$ cat src/rtl/router_port_buffer_pkg.sv
// router_port_buffer_pkg: shared framing state type and port index constants for the router input buffer.
package router_port_buffer_pkg;

    typedef enum logic [1:0] {FR_HEADER, FR_SIZE, FR_PAYLOAD} frame_state_t;

    localparam int PORT_EAST  = 0;
    localparam int PORT_WEST  = 1;
    localparam int PORT_NORTH = 2;
    localparam int PORT_SOUTH = 3;
    localparam int PORT_LOCAL = 4;

endpackage

$ cat src/rtl/router_port_fifo.sv
// router_port_fifo: one link channel with show-ahead FIFO, credit flow control,
// sticky overflow flag and output-side packet framing tracker.
module router_port_fifo
    import router_port_buffer_pkg::*;
#(
    parameter int FLIT_WIDTH = 32,
    parameter int DEPTH      = 8,
    localparam int CW        = $clog2(DEPTH) + 1,
    localparam int AW        = $clog2(DEPTH)
) (
    input  logic                  clock,
    input  logic                  reset,
    input  logic                  rx_i,
    input  logic [FLIT_WIDTH-1:0] data_i,
    output logic                  credit_o,
    output logic                  tx_o,
    output logic [FLIT_WIDTH-1:0] data_o,
    input  logic                  credit_i,
    output logic                  sop_o,
    output logic                  eop_o,
    output logic [CW-1:0]         occupancy_o,
    output logic                  overflow_o
);

    logic [FLIT_WIDTH-1:0] mem_q [DEPTH];
    logic [AW-1:0]         wr_ptr_q, rd_ptr_q;
    logic [CW-1:0]         count_q, count_d;
    logic                  overflow_q;
    frame_state_t          state_q, state_d;
    logic [FLIT_WIDTH-1:0] rem_q, rem_d;
    logic                  wr, rd;

    assign credit_o    = count_q < CW'(DEPTH);
    assign tx_o        = count_q != '0;
    assign data_o      = tx_o ? mem_q[rd_ptr_q] : '0;
    assign occupancy_o = count_q;
    assign overflow_o  = overflow_q;
    assign wr          = rx_i && credit_o;
    assign rd          = tx_o && credit_i;
    assign count_d     = count_q + CW'(wr) - CW'(rd);

    assign sop_o = tx_o && state_q == FR_HEADER;
    assign eop_o = tx_o && ((state_q == FR_SIZE && data_o == '0) ||
                            (state_q == FR_PAYLOAD && rem_q == FLIT_WIDTH'(1)));

    // Framing only advances when a flit actually leaves toward the switch
    always_comb begin
        state_d = state_q;
        rem_d   = rem_q;
        if (rd) begin
            case (state_q)
                FR_HEADER: state_d = FR_SIZE;
                FR_SIZE: begin
                    rem_d   = data_o;
                    state_d = data_o == '0 ? FR_HEADER : FR_PAYLOAD;
                end
                FR_PAYLOAD: begin
                    rem_d   = rem_q - FLIT_WIDTH'(1);
                    state_d = rem_q == FLIT_WIDTH'(1) ? FR_HEADER : FR_PAYLOAD;
                end
                default: state_d = FR_HEADER;
            endcase
        end
    end

    always_ff @(posedge clock) begin
        if (wr) mem_q[wr_ptr_q] <= data_i;
    end

    always_ff @(posedge clock or negedge reset) begin
        if (!reset) begin
            wr_ptr_q   <= '0;
            rd_ptr_q   <= '0;
            count_q    <= '0;
            overflow_q <= 1'b0;
            state_q    <= FR_HEADER;
            rem_q      <= '0;
        end else begin
            wr_ptr_q   <= wr_ptr_q + AW'(wr);
            rd_ptr_q   <= rd_ptr_q + AW'(rd);
            count_q    <= count_d;
            overflow_q <= overflow_q | (rx_i & ~credit_o);
            state_q    <= state_d;
            rem_q      <= rem_d;
        end
    end

endmodule

$ cat src/rtl/router_port_buffer.sv
// router_port_buffer: NUM_PORTS independent credit-controlled input channels
// between the link pins and the router switch.
module router_port_buffer
    import router_port_buffer_pkg::*;
#(
    parameter int FLIT_WIDTH = 32,
    parameter int NUM_PORTS  = 5,
    parameter int DEPTH      = 8,
    localparam int CW        = $clog2(DEPTH) + 1
) (
    input  logic                            clock,
    input  logic                            reset,
    input  logic [NUM_PORTS-1:0]            rx,
    input  logic [FLIT_WIDTH*NUM_PORTS-1:0] data_i,
    output logic [NUM_PORTS-1:0]            credit_o,
    output logic [NUM_PORTS-1:0]            tx,
    output logic [FLIT_WIDTH*NUM_PORTS-1:0] data_o,
    input  logic [NUM_PORTS-1:0]            credit_i,
    output logic [NUM_PORTS-1:0]            sop_o,
    output logic [NUM_PORTS-1:0]            eop_o,
    output logic [CW*NUM_PORTS-1:0]         occupancy_o,
    output logic [NUM_PORTS-1:0]            overflow_o
);

    for (genvar p = 0; p < NUM_PORTS; p++) begin : g_port
        router_port_fifo #(
            .FLIT_WIDTH(FLIT_WIDTH),
            .DEPTH     (DEPTH)
        ) u_fifo (
            .clock      (clock),
            .reset      (reset),
            .rx_i       (rx[p]),
            .data_i     (data_i[p*FLIT_WIDTH +: FLIT_WIDTH]),
            .credit_o   (credit_o[p]),
            .tx_o       (tx[p]),
            .data_o     (data_o[p*FLIT_WIDTH +: FLIT_WIDTH]),
            .credit_i   (credit_i[p]),
            .sop_o      (sop_o[p]),
            .eop_o      (eop_o[p]),
            .occupancy_o(occupancy_o[p*CW +: CW]),
            .overflow_o (overflow_o[p])
        );
    end

endmodule

$ cat config.mk
export PLATFORM = sky130hd
export DESIGN_NAME = router_port_buffer
export DESIGN_NICKNAME = d
export VERILOG_FILES = /design/src/rtl/router_port_buffer_pkg.sv /design/src/rtl/router_port_fifo.sv /design/src/rtl/router_port_buffer.sv
export SDC_FILE = /design/constraint.sdc
export NUM_CORES = 2
export LEC_CHECK = 0
export ABC_AREA = 1
export CAP_MARGIN = 20
export CELL_PAD_IN_SITES_DETAIL_PLACEMENT = 0
export CELL_PAD_IN_SITES_GLOBAL_PLACEMENT = 1
export CORE_ASPECT_RATIO = 0.5
export CORE_UTILIZATION = 47
export DETAILED_ROUTE_END_ITERATION = 10
export GPL_ROUTABILITY_DRIVEN = 0
export MAX_ROUTING_LAYER = met4
export PLACE_DENSITY_LB_ADDON = 0.1
export SLEW_MARGIN = 25
export SYNTH_ARGS = -nofsm -noshare
export SYNTH_HDL_FRONTEND = slang
export SYNTH_HIERARCHICAL = 1
export SYNTH_SLANG_ARGS = --single-unit
$ cat constraint.sdc
create_clock -name clock -period 3 [get_ports clock]
set_input_delay 0.6 -clock clock [delete_from_list [all_inputs] [get_ports clock]]
set_output_delay 0.6 -clock clock [all_outputs]
set_load 0.01 [all_outputs]
==> impl_results.md <==
* Global-route wire length before repair at between 300000 and 400000 µm
* Total GRT Usage at 0.282
* Relative slew slack at 0.527
* #FFs+latches synth at 1505
* CP most frequent cell: nor2_1
* Final Cell Area at roughly 0.093 mm²
* Post-Place Cells at 9321
* Final net count at between 8000 and 9000
* CP Capture Type: primary output
* HPWL Detailed at 120000 µm
* Buffer depth of the longest clock path at 4
* PwrDens at ~1200 mW/mm²
* Share of cells above drive strength 1 at 0.279
* Remaining antenna violation count at 0
* Synthesized area at between 0.06 and 0.07 mm²
* Commonest cells after routing, fill and taps aside: 1738 x nand2_1, 1280 x edfxtp_1, 650 x inv_1, 467 x nor2_1, 339 x buf_4
* Die W at roughly 540 µm
* Worst-Skew Late Latency at ~790 ps
* Via count at 53000
* Critical path cell sequence: buf_12 > clkbuf_16 > nor2_1 > nor2_1 > o21ai_1 > nand3_1 > nand3_2 > nand2_2 > nor2_1 > nand2_1 > nor2_4 > nand3_2 > a21oi_2 > buf_2
* Initial antenna violation count at 25
* Largest net degree at the start of global routing at 67
* Total gr overflow at 0
* Final Hold Fails at 0
* Net Count, Synth at between 7000 and 8000
* Sequential fraction of the synthesis area at 0.649
* Vias in the first global route at 50800
* Leakage at between 30 and 40 nW
* # DRC at 0
* Clk pin slew, worst setup/hold paths at approximately 70 ps
* Avg Cell Area, Syn at approximately 9.9 µm²
* Hold Path Class: in -> reg
* PnR worst setup slack at -693 ps
* Tcrit/Tclk final at 1.23
* Placed cell area at roughly 0.078 mm²
* Iteration-0 DRC Markers at approximately 4700
* Met3 wire length at around 14000 µm
* Max cap viols at 0
* Final Setup Violations at 141
* Skew final at ~52 ps
* Min cycle time layout at 3690 ps
* Max frequency at between 200 and 300 MHz
* Met2 WL at 103000 µm
* Clk sink count at ~1500
* Num CTS Buffers at between 100 and 150
* Layout area overhead at 37.0%
* CTS tree: built
* Port Buf Inserts at between 300 and 400
* CP Class: reg -> out
* Commonest non-fill, non-tap cell in the layout: nand2_1
* Starting Density at 0.474
* Placement Rows at 98
* Final Max Tran Viols at 0
* Yosys warning count at 6
* Die Height at between 200 and 300 µm
* Post-Synthesis Cells at approximately 6900
* Worst Tran Pin Value at roughly 710 ps
* Routed WL at 211000 µm
* Netlist cell types at 40
* Arr. time, crit path at between 3000 and 4000 ps
* Die Area at about 0.15 mm²
* CORE AREA at between 0.1 and 0.15 mm²
* CP startpoint kind: flop
* CP max stage cell: dfrtp_4
* CTS root buffer: clkbuf_16
* H-tree levels at 4
* M1 WL at between 80000 and 90000 µm
* Max Used Layer: met4
* Io pins at 377
* Drt wl/cell at ~21 µm
* Worst path max stage delay at 570 ps
* Avg Vias per Cell at ~5.3
* Finished Layout Cells at ~10000
* Critical path peak fanout at 7
* Maximum VDD drop at roughly 0.00084 V
* First-pass DRT Iterations at 6
* Status: finished with violations
* RSZ-0062 raised after global routing: yes
* Required @ worst endpoint at ~2400 ps
* Failing checks: setup timing
[worst max-delay path: cells and delay by family (launching register included)]
family          cells  cell delay [ps]
simple gates        9              980
buf+inv             3              490
flops               1              570
compound gates      2              260
[power by group]
part           internal (mW)  leakage, nW  switching (mW)
registers               26.1         14.3            1.89
logic                   28.4         22.7            34.3
clock network           10.0         2.23            7.99
[final timing paths]
path | slack [ps] | cells after the start | end | from
max | -690 | 14 | eop_o[0] | g_port[0].u_fifo/rd_ptr_q[0]$_DFF_PN0_
min | 390 | 3 | g_port[0].u_fifo/overflow_o$_DFF_PN0_ | rx[0]
max reg2reg | -20 | 25 | g_port[2].u_fifo/state_q[1]$_DFFE_PN0P_ | g_port[2].u_fifo/rd_ptr_q[0]$_DFF_PN0_
min reg2reg | 480 | 1 | g_port[0].u_fifo/overflow_o$_DFF_PN0_ | g_port[0].u_fifo/overflow_o$_DFF_PN0_
max in group asynchronous | 1710 | 3 | g_port[3].u_fifo/rd_ptr_q[0]$_DFF_PN0_ | reset
min in group asynchronous | 410 | 2 | g_port[2].u_fifo/occupancy_o[3]$_DFF_PN0_ | reset
[cell families (layout without fill, tap and decap cells)]
logic type	after synthesis	after routing	synth area share
flops	1505	1505	0.649
buf+inv	1101	2227	0.0654
simple gates	3492	3492	0.210
xor+xnor	108	108	0.0139
other cells	0	24	0
compound gates	608	608	0.0471
fa+ha+maj	80	80	0.0153
[Yosys cell counts, drive strengths merged]
cell type  number  area (µm²)
clkbuf        153         574
a32oi           2        17.5
o221ai          7        61.3
or2             5        31.3
xor2           89         780
xnor2          19         166
buf           173         961
nand2        2030        7620
a22oi           7        52.6
inv           773        2900
a32o            4        40.0
o21bai          5        37.5
a21oi         154         771
nand3         730        3670
fa              5         100
nor2          649        2450
edfxtp       1280       38400
ha             75         938
nor3b           2        15.0
clkinv          2        7.51
o21a            2        15.0
o22ai           4        25.0
nand4          27         181
o21ai         394        1970
o31ai           1        7.51
nor4            6        37.5
nor3           39         200
a31oi           7        43.8
dfrtp         225        5630
nand3b          4        30.0
o211ai         21         158
[routing by layer]
layer,global-route usage,vias to the layer above
li1,-,24800
met1,0.363,26000
met2,0.454,1858
met3,0.0513,396
met4,0.0878,0
met5,-,-
[metrics by stage]
step | utilization | setup TNS (ps) | power [mW] | hold slack (ps) | setup WS (ps)
CTS | 0.612 | -37040 | 99.3 | 348 | -668
global placement | 0.543 | -1580 | 71.4 | 457 | -438
floorplan | - | 0 | 49.8 | 304 | 74.0
detailed placement | 0.543 | -1730 | 71.9 | 462 | -437
global route | 0.650 | -36010 | 114 | 389 | -856
finish | 0.650 | -20780 | 109 | 391 | -693
[cell type report]
type	instances	area [µm²]
Timing Repair Buffer	1192	14600
Clock buffer	198	4100
Antenna cell	24	60.1
Fill cell	10900	50100
Inverter	775	3190
Sequential cell	1505	44100
Clock inverter	60	432
Tap cell	1900	2380
Multi-Input combinational cell	4288	24100
Timing Repair inverter	2	60.1
[repair_timing]
item | 4_1_cts | 5_1_grt
setup buffers | 164 | 184
cloned | 58 | 49
endpoints found under the hold margin | 51 | 0
hold buffers | 1 | 0
endpoints found under the setup margin | 173 | 175
resized for setup | 1261 | 1273
pin swaps | 167 | 478
[flip-flops by register name (all words and copies together), names as in the netlist]
name and cells:
g_port.u_fifo/state_q 10, g_port.u_fifo/rd_ptr_q 15, g_port.u_fifo/wr_ptr_q 15, g_port.u_fifo/mem_q 1280, g_port.u_fifo/occupancy_o 20, g_port.u_fifo/rem_q 160, g_port.u_fifo/overflow_o 5
No activity file was read; power rests on OpenSTA's default activity.
